**src/rtl/dbc_host_enumerator.sv**
```systemverilog
// dbc_host_enumerator
// Debug-host-side enumeration sequencer for the DbC link. Walks the attached
// port through bus reset, recovery, SET_ADDRESS, GET_DESCRIPTOR and
// SET_CONFIGURATION, supports deconfigure/reconfigure, and retries failed
// enumerations from bus reset before latching an error state.
// Optional feature: define DBC_HOST_ENUM_CNT_EN to add the enum_count output
// (saturating count of completed configurations, cleared only by reset).
module dbc_host_enumerator #(
  parameter int unsigned RESET_CYCLES    = 50,
  parameter int unsigned RECOVERY_CYCLES = 10,
  parameter int unsigned TIMEOUT_CYCLES  = 200,
  parameter int unsigned MAX_RETRIES     = 3,
  parameter logic [6:0]  DEV_ADDR        = 7'd1,
  parameter logic [7:0]  CONFIG_VAL      = 8'd1
) (
  input  logic       clock,
  input  logic       reset,
  input  logic       enable,
  input  logic       connect,
  input  logic       host_reset,
  input  logic       deconfigure,
  output logic       port_reset,
  output logic       req_valid,
  output logic [1:0] req_type,
  output logic [7:0] req_data,
  input  logic       req_ready,
  input  logic       rsp_valid,
  input  logic       rsp_ok,
  output logic [3:0] state,
  output logic [6:0] dev_addr,
  output logic       configured,
  output logic       enum_error,
  output logic [1:0] retry_cnt
`ifdef DBC_HOST_ENUM_CNT_EN
  ,
  output logic [7:0] enum_count
`endif
);

  typedef enum logic [3:0] {
    H_OFF          = 4'd0,
    H_DISCONNECTED = 4'd1,
    H_RESET        = 4'd2,
    H_RECOVERY     = 4'd3,
    H_SET_ADDR     = 4'd4,
    H_GET_DESC     = 4'd5,
    H_SET_CONFIG   = 4'd6,
    H_CONFIGURED   = 4'd7,
    H_DECONFIG     = 4'd8,
    H_ADDRESSED    = 4'd9,
    H_ERROR        = 4'd10
  } host_state_t;

  // Last timer value of each timed phase; the timer counts from 0 on entry.
  localparam logic [15:0] RESET_LAST    = 16'(RESET_CYCLES - 1);
  localparam logic [15:0] RECOVERY_LAST = 16'(RECOVERY_CYCLES - 1);
  localparam logic [15:0] TIMEOUT_LAST  = 16'(TIMEOUT_CYCLES - 1);
  localparam logic [1:0]  RETRY_LIMIT   = 2'(MAX_RETRIES);

  // Request code carried to the transfer engine in each request state.
  localparam logic [1:0] REQ_SET_ADDRESS = 2'b00;
  localparam logic [1:0] REQ_GET_DESC    = 2'b01;
  localparam logic [1:0] REQ_SET_CONFIG  = 2'b10;
  localparam logic [1:0] REQ_CLEAR_CFG   = 2'b11;

  host_state_t state_r;
  host_state_t nxt_state_s;
  logic [15:0] timer_r;
  logic        acc_r;        // request of the current state accepted by the engine
  logic [1:0]  nxt_retry_s;
  logic [6:0]  nxt_addr_s;
  logic        in_req_s;
  logic        accept_s;
  logic        ok_s;
  logic        fail_s;

  // States that hand a request to the control-transfer engine.
  function automatic logic is_req_state(input host_state_t s);
    logic r;
    case (s)
      H_SET_ADDR, H_GET_DESC, H_SET_CONFIG, H_DECONFIG: r = 1'b1;
      default:                                          r = 1'b0;
    endcase
    return r;
  endfunction

  // Request type presented while in the given state.
  function automatic logic [1:0] req_code(input host_state_t s);
    logic [1:0] code;
    case (s)
      H_SET_ADDR:   code = REQ_SET_ADDRESS;
      H_GET_DESC:   code = REQ_GET_DESC;
      H_SET_CONFIG: code = REQ_SET_CONFIG;
      H_DECONFIG:   code = REQ_CLEAR_CFG;
      default:      code = 2'b00;
    endcase
    return code;
  endfunction

  // Request payload presented while in the given state.
  function automatic logic [7:0] req_payload(input host_state_t s);
    logic [7:0] data;
    case (s)
      H_SET_ADDR:   data = {1'b0, DEV_ADDR};
      H_SET_CONFIG: data = CONFIG_VAL;
      default:      data = 8'h00;
    endcase
    return data;
  endfunction

  assign state    = state_r;
  assign accept_s = req_valid & req_ready;
  assign in_req_s = is_req_state(state_r);
  // A response only counts once the request has been accepted in an earlier cycle.
  assign ok_s     = in_req_s & acc_r & rsp_valid & rsp_ok;
  // An OK response in the timeout cycle still wins over the timeout.
  assign fail_s   = in_req_s & ~ok_s &
                    ((acc_r & rsp_valid & ~rsp_ok) | (timer_r == TIMEOUT_LAST));

  // Next-state, retry count and device address from the sampled inputs
  always_comb begin
    nxt_state_s = state_r;
    nxt_retry_s = retry_cnt;
    nxt_addr_s  = dev_addr;
    if (!enable) begin
      nxt_state_s = H_OFF;
      nxt_retry_s = 2'd0;
      nxt_addr_s  = 7'd0;
    end else if (!connect && (state_r != H_OFF)) begin
      nxt_state_s = H_DISCONNECTED;
      nxt_retry_s = 2'd0;
      nxt_addr_s  = 7'd0;
    end else if (fail_s) begin
      if (retry_cnt < RETRY_LIMIT) begin
        nxt_state_s = H_RESET;
        nxt_retry_s = retry_cnt + 2'd1;
        nxt_addr_s  = 7'd0;
      end else begin
        nxt_state_s = H_ERROR;
      end
    end else begin
      case (state_r)
        H_OFF: begin
          nxt_state_s = H_DISCONNECTED;
          nxt_retry_s = 2'd0;
          nxt_addr_s  = 7'd0;
        end
        H_DISCONNECTED: begin
          // connect is known to be high here
          nxt_state_s = H_RESET;
          nxt_addr_s  = 7'd0;
        end
        H_RESET: begin
          if (timer_r == RESET_LAST) begin
            nxt_state_s = H_RECOVERY;
          end else begin
            nxt_state_s = H_RESET;
          end
        end
        H_RECOVERY: begin
          if (timer_r == RECOVERY_LAST) begin
            nxt_state_s = H_SET_ADDR;
          end else begin
            nxt_state_s = H_RECOVERY;
          end
        end
        H_SET_ADDR: begin
          if (ok_s) begin
            nxt_state_s = H_GET_DESC;
            nxt_addr_s  = DEV_ADDR;
          end else begin
            nxt_state_s = H_SET_ADDR;
          end
        end
        H_GET_DESC: begin
          if (ok_s) begin
            nxt_state_s = H_SET_CONFIG;
          end else begin
            nxt_state_s = H_GET_DESC;
          end
        end
        H_SET_CONFIG: begin
          if (ok_s) begin
            nxt_state_s = H_CONFIGURED;
            nxt_retry_s = 2'd0;
          end else begin
            nxt_state_s = H_SET_CONFIG;
          end
        end
        H_DECONFIG: begin
          if (ok_s) begin
            nxt_state_s = H_ADDRESSED;
          end else begin
            nxt_state_s = H_DECONFIG;
          end
        end
        H_CONFIGURED: begin
          if (host_reset) begin
            nxt_state_s = H_RESET;
            nxt_retry_s = 2'd0;
            nxt_addr_s  = 7'd0;
          end else if (deconfigure) begin
            nxt_state_s = H_DECONFIG;
          end else begin
            nxt_state_s = H_CONFIGURED;
          end
        end
        H_ADDRESSED: begin
          if (host_reset) begin
            nxt_state_s = H_RESET;
            nxt_addr_s  = 7'd0;
          end else if (!deconfigure) begin
            nxt_state_s = H_SET_CONFIG;
          end else begin
            nxt_state_s = H_ADDRESSED;
          end
        end
        H_ERROR: begin
          if (host_reset) begin
            nxt_state_s = H_RESET;
            nxt_retry_s = 2'd0;
            nxt_addr_s  = 7'd0;
          end else begin
            nxt_state_s = H_ERROR;
          end
        end
        default: begin
          nxt_state_s = H_OFF;
          nxt_retry_s = 2'd0;
          nxt_addr_s  = 7'd0;
        end
      endcase
    end
  end

  // State, phase timer, handshake tracking and registered outputs
  always_ff @(posedge clock or posedge reset) begin
    if (reset) begin
      state_r    <= H_OFF;
      timer_r    <= 16'd0;
      acc_r      <= 1'b0;
      retry_cnt  <= 2'd0;
      dev_addr   <= 7'd0;
      port_reset <= 1'b0;
      req_valid  <= 1'b0;
      req_type   <= 2'b00;
      req_data   <= 8'h00;
      configured <= 1'b0;
      enum_error <= 1'b0;
    end else begin
      state_r    <= nxt_state_s;
      retry_cnt  <= nxt_retry_s;
      dev_addr   <= nxt_addr_s;
      port_reset <= (nxt_state_s == H_RESET);
      configured <= (nxt_state_s == H_CONFIGURED);
      enum_error <= (nxt_state_s == H_ERROR);
      req_type   <= req_code(nxt_state_s);
      req_data   <= req_payload(nxt_state_s);
      if (nxt_state_s != state_r) begin
        // fresh state: new request (if any) is offered immediately
        timer_r   <= 16'd0;
        acc_r     <= 1'b0;
        req_valid <= is_req_state(nxt_state_s);
      end else begin
        timer_r   <= timer_r + 16'd1;
        acc_r     <= acc_r | accept_s;
        req_valid <= req_valid & ~accept_s;
      end
    end
  end

`ifdef DBC_HOST_ENUM_CNT_EN
  // Count completed configurations, saturating at 255; only reset clears it
  always_ff @(posedge clock or posedge reset) begin
    if (reset) begin
      enum_count <= 8'd0;
    end else if ((state_r == H_SET_CONFIG) && (nxt_state_s == H_CONFIGURED) &&
                 (enum_count != 8'hFF)) begin
      enum_count <= enum_count + 8'd1;
    end else begin
      enum_count <= enum_count;
    end
  end
`else
  // Default build: no configuration counter and no enum_count port.
`endif

endmodule
```
**config.mk**
```make
export PLATFORM = sky130hd
export DESIGN_NAME = dbc_host_enumerator
export DESIGN_NICKNAME = d
export VERILOG_FILES = /design/src/rtl/dbc_host_enumerator.sv
export SDC_FILE = /design/constraint.sdc
export NUM_CORES = 1
export LEC_CHECK = 0
export CAP_MARGIN = 20
export CORE_ASPECT_RATIO = 0.8
export CORE_MARGIN = 1
export CORE_UTILIZATION = 59
export CTS_BUF_LIST = sky130_fd_sc_hd__clkbuf_8
export CTS_CLUSTER_DIAMETER = 40
export CTS_CLUSTER_SIZE = 8
export DETAILED_ROUTE_END_ITERATION = 7
export MAX_ROUTING_LAYER = met4
export PLACE_DENSITY = 0.95
export SYNTH_ARGS = -nofsm -noshare
export SYNTH_HDL_FRONTEND = slang
export SYNTH_SLANG_ARGS = --single-unit
```
**constraint.sdc**
```tcl
create_clock -name clock -period 8.5 [get_ports clock]
set_clock_uncertainty 0.1 [all_clocks]
set_input_delay 2.55 -clock clock [delete_from_list [all_inputs] [get_ports clock]]
set_output_delay 2.55 -clock clock [all_outputs]
set_load 0.02 [all_outputs]
```
==> Word level (Yosys, flattened, before mapping) <==
Cells that the tools add are included.
{ "op_classes": {"add_sub_neg": 2, "n_lt_le_gt_ge": 1, "n_eq_ne": 28, "n_mux": 37, "bitwise": 14, "reduce_logical": 13} }
{ "op_table": {"columns": ["cell", "count"], "rows": [
  ["$pmux W4 S11", 1],
  ["$mux W7", 6],
  ["$mux W4", 9],
  ["$eq A4 B3 Y1 const B", 8],
  ["$pmux W7 S3", 1],
  ["$eq A4 B4 Y1 const B", 5],
  ["$add A16 B1 Y16 const B", 1],
  ["$eq A16 B4 Y1 const B", 1],
  ["$eq A16 B6 Y1 const B", 1],
  ["$eq A16 B8 Y1 const B", 1],
  ["$mux W16", 1],
  ["$mux W2", 7],
  ["$eq A4 B2 Y1 const B", 3],
  ["$ne A4 B2 Y1 const B", 3],
  ["$pmux W2 S3", 2],
  ["$ne A5 B2 Y1 const B", 2],
  ["$ne A5 B5 Y1 const B", 2],
  ["$and A1 B1 Y1", 9],
  ["$mux W1", 9],
  ["$reduce_and A4 Y1", 2],
  ["$reduce_or A4 Y1", 2],
  ["$reduce_or A7 Y1", 1],
  ["$reduce_or A5 Y1", 1],
  ["$eq A4 B1 Y1 const B", 1],
  ["12 further kinds", 16]
]} }
{ "totals": {"reg_bits": 44, "inputBits": 9, "output_inout_bits": 27} }

==> Logic depth before layout (Yosys ltp) <==
{ "depth": {"ltp_word": 16, "ltp_mapped": 11} }

==> Worst setup path before layout <==
Ideal clock, no wire load.
{ "synth_timing": {"path_type": "input -> register", "startpoint": "in rsp_ok", "endpoint": "reg req_valid", "setup_ns": 0.125, "arrival_ns": 4.656, "t_required_ns": 8.275, "slack_ns": 3.619, "cell_stages": 9, "path_cell_list": "and3_1 -> clkbuf_1 -> or3b_1 -> a211oi_1 -> nor4_1 -> nor3_4 -> mux2_2 -> nand4_4 -> mux2_4"} }
{ "synth_via": {"elab_chain_cells": 11, "word_cells_on_any_way": 23, "cone_classes": "eq/ne (5); mux (10); bitwise (7); reduce/logical (1)"} }
{ "synth_lines": {"columns": ["element", "line_no", "source"], "rows": [
  ["start, declared", "28", "input logic rsp_ok,"],
  ["parallel branches: the longest is 4 deep, another holds $pmux W4 S11", null, null],
  ["$mux W4 (*)", "133", "end else if (fail_s) begin"],
  ["$mux W4 (*)", "129", "end else if (!connect && (state_r != H_OFF)) begin"],
  ["$mux W4 (*)", "125", "if (!enable) begin"],
  ["$eq A4 B3 Y1 / $eq A4 B4 Y1 (equally long branches)", "80", "case (s)"],
  ["$reduce_or A4 Y1", "80", null],
  ["$mux W1", "80", null],
  ["$mux W1 (*)", "259", "if (nxt_state_s != state_r) begin"],
  ["end signal, assigned", "263", "req_valid <= is_req_state(nxt_state_s);"],
  ["end signal, assigned", "267", "req_valid <= req_valid & ~accept_s;"],
  ["end, declared", "23", "output logic req_valid,"]
]} }
Mark *: on every way between the ends.
A chain may end at the register's enable or synchronous reset.

==> Worst setup path after layout <==
{ "layout_timing": {"startpoint": "in rsp_valid", "endpoint": "reg req_valid"} }
{ "layout_via": {"elab_chain_cells": 12, "word_cells_on_any_way": 24, "cone_classes": "eq/ne (5); mux (10); bitwise (8); reduce/logical (1)"} }
{ "layout_lines": {"columns": ["element", "line_no", "source"], "rows": [
  ["start, declared", "27", "input logic rsp_valid,"],
  ["parallel branches: the longest is 5 deep, another holds $pmux W4 S11", null, null],
  ["$mux W4 (*)", "133", null],
  ["$mux W4 (*)", "129", null],
  ["$mux W4 (*)", "125", null],
  ["$eq A4 B3 Y1 / $eq A4 B4 Y1 (equally long branches)", "80", null],
  ["$reduce_or A4 Y1", "80", null],
  ["$mux W1", "80", null],
  ["$mux W1 (*)", "259", null]
]} }
Marks and branches as above.

==> out/metrics.cfg <==
[status]
outcome=complete, no violations

[timing]
timing_hold_violations_final=0
clock.fmax_mhz=194
tcrit_tclk_final_pct=60.8
setup_viol=0
worst_slew_pin_slew_ns=0.667
finalMaxSlewViolations=0
layout_min_cycle_time_ns=5.17
max-slew-margin-rel_pct=55.4
grt_setup_unrepaired=no
totalNegativeSetupSlack_ns=0
timing.hold.ws_ns=0.392

[logic_synthesis]
synth-edff-count=0
post-synth-top-area-cell=sky130_fd_sc_hd__dfrtp_1
synth-warning-count=0
ys_async_sr_fraction_pct=100
seq_total_area_yosys_pct=37.7
synthesis.instances=227
ranking_of_synthesized_cells_by_area=sky130_fd_sc_hd__dfrtp_1, sky130_fd_sc_hd__nor2_1, sky130_fd_sc_hd__buf_4
synth_cell_type_count=55
syn_avg_cell_area_sq_um=9.07
cell_area_after_synthesis_sq_um=2060
postSynth.topFlopCell=sky130_fd_sc_hd__dfrtp_1
synth_seq_cells=31
synth_top_cell_area_share_pct=37.7

[finish]
filler_cell_count=237
final_cell_mix=sky130_fd_sc_hd__nor2_1, sky130_fd_sc_hd__dfrtp_1, sky130_fd_sc_hd__nand2_1, sky130_fd_sc_hd__clkdlybuf4s50_1, sky130_fd_sc_hd__conb_1
design.final.nets=258
multi_input_area_sq_um=1150
share_of_post_route_cells_with_drive_strength_above_1_pct=9.76
ff_latch_area_sq_um=776
antenna_cells_inserted=0
design_area_sq_um=2320
final_cell_count_no_fill=286
flow.area_growth_from_synthesis_pct=12.5
layout.cells.most_common=sky130_fd_sc_hd__nor2_1

[global_routing]
global_route_wire_length_before_repair_microns=7060
grt_pass1_vias=1450
grt_start_max_net_pins=32
global_route.overflow_total=0
total_global_routing_track_utilization_pct=27.7
antenna_found_initial=0

[floorplanning]
die_h_microns=54.8
fp.dieArea_sq_um=3730
chipWidth_microns=68.0
floorplan.core_area_sq_um=3200
initial_utilization_pct=64.4
std_cell_rows=18
ios=36

[setup_path]
critPathKind=in2reg
timing.critical_path.slowest_stage_cell=sky130_fd_sc_hd__or3b_1
cp_top_family=simple AND/OR/NAND/NOR gates
crit_chain=clkdlybuf4s50_1 > and3_1 > or3b_1 > a211oi_1 > nor4_1 > nor3_4 > mux2_2 > nand4_4 > mux2_4
critical-path-max-stage-delay_ns=0.43
crit_fanout=18
worstPathRequired_ns=8.57
cp_bufs_invs=1
data_arrival_time_at_the_worst_slack_endpoint_ns=5.24
endpoint_kind=flop
cp-start-kind=primary input

[placement]
dpl-instance-area_sq_um=2230
port-buffer-count=22
finalWeightedCongestion=0.902
dp.final_hpwl_microns=3140
dpl.cell_count=279

[cts]
max-clock-path-buffers=2
cts_htree_levels=2
cts_resized=0
numCtsBuffers=5
clk-insertion-delay-late_ns=0.29
clock_tree_from_tritoncts=yes
ctsRootBufferMaster=sky130_fd_sc_hd__clkbuf_8
cts-hold-fix-buffers=0
post_cts.repair.setup_buffers=0
clock_sinks=31
worst_setup_hold_path_clk_slew_ns=0.06

[drt]
route.detailed.drc=0
wl_microns=4410
post_drt_via_cell_ratio=5.91
detail_route.first_pass.iterations=4
drt_iter0_drc=114
antenna_violating_nets_post_route=0
wl_per_cell_microns=15.4
vias=1690

[power]
leakagePower_uw=0.000959
irDropWorstVdd_uv=121
power.density_cell_area_nw_per_um2=163

[job]
drv.max_cap_violation_count=0

[min_path]
worstHoldPathType=reg2reg

worst register-to-register path: stages, from the launching register on:
cell                       delay (ns)
sky130_fd_sc_hd__dfrtp_1         0.60
sky130_fd_sc_hd__nor3b_1         0.48
sky130_fd_sc_hd__a22oi_1         0.22
sky130_fd_sc_hd__a211oi_4        0.63
sky130_fd_sc_hd__mux2i_1         0.40
sky130_fd_sc_hd__nor2_4          0.07
sky130_fd_sc_hd__xnor2_1         0.25
sky130_fd_sc_hd__nand4_4         0.30
sky130_fd_sc_hd__mux2_4          0.39
through the flow:
step	utilization (%)	total power, uW	setup slack (ns)
3_3_place_gp	69.7	256	3.11
2_1_floorplan	-	244	3.62
4_1_cts	72.4	376	3.35
6_report	72.4	377	3.33
5_1_grt	72.4	395	3.16
3_5_place_dp	69.7	259	3.07
where the power goes:
group | leakage (uW) | switching (uW) | internal [uW] | total, uW
sequential | 0.000429 | 13.9 | 155 | 169
clock | 0.0000470 | 54.4 | 63.4 | 118
combinational | 0.000483 | 55.7 | 34.4 | 90.1
total | 0.000959 | 124 | 253 | 377
cells in the mapped netlist (3+ instances only):
cell type	number
sky130_fd_sc_hd__a21oi_1	7
sky130_fd_sc_hd__a22oi_1	5
sky130_fd_sc_hd__a31oi_1	5
sky130_fd_sc_hd__and3_1	4
sky130_fd_sc_hd__buf_4	13
sky130_fd_sc_hd__clkbuf_1	6
sky130_fd_sc_hd__dfrtp_1	31
sky130_fd_sc_hd__ha_1	3
sky130_fd_sc_hd__inv_1	7
sky130_fd_sc_hd__mux2i_1	3
sky130_fd_sc_hd__nand2_1	22
sky130_fd_sc_hd__nand3_1	11
sky130_fd_sc_hd__nor2_1	32
sky130_fd_sc_hd__nor2b_1	3
sky130_fd_sc_hd__nor3_1	6
sky130_fd_sc_hd__o21ai_0	7
sky130_fd_sc_hd__xnor2_1	9
sky130_fd_sc_hd__xor2_1	8
sequential cells by signal, summed over array words and instances (netlist names):
register and count:
configured 1, timer_r 16, req_valid 1, req_type 2
req_data 1, port_reset 1, acc_r 1, dev_addr 1
enum_error 1, retry_cnt 2, state 4
final timing paths:
kind                            startpoint          to  slack, ns  cells after the start
worst max-delay path             rsp_valid   req_valid       3.33                      9
worst min-delay path            timer_r[0]  timer_r[0]       0.39                      1
worst max register to register    state[1]   req_valid       4.94                      8
worst min register to register  timer_r[0]  timer_r[0]       0.39                      1
max in group asynchronous            reset    state[1]       5.48                      3
min in group asynchronous            reset  timer_r[7]       2.54                      3
kinds of logic after synthesis:
family / Yosys count / share of synthesized area, %
AND/OR/NAND/NOR: 103 / 28.0
AO/OA/AOI/OAI: 36 / 13.1
flip-flops: 31 / 37.7
buffers and inverters: 30 / 8.69
XOR/XNOR: 17 / 7.23
multiplexers: 6 / 3.28
adder cells (fa/ha/maj): 3 / 1.82
other: 1 / 0.182
metal layers:
metal  GRT usage, %  up-vias  share of wire [%]  routed length (microns)
met4           8.68        0                1.0                       46
met5              -        -                  0                        0
met1           36.7      810                 45                     1970
met3           8.33        8                8.4                      370
li1               -      805                  -                        -
met2           40.7       67                 46                     2020
layout make-up:
class	count	area share, %
clock buffers	6	3.57
clock inverters	1	0.216
inverters	7	1.13
multi-input cells	178	49.6
flip-flops and latches	31	33.5
well taps	40	2.16
repair buffers	23	9.83
Note: power is estimated with default switching activity, not from simulation.
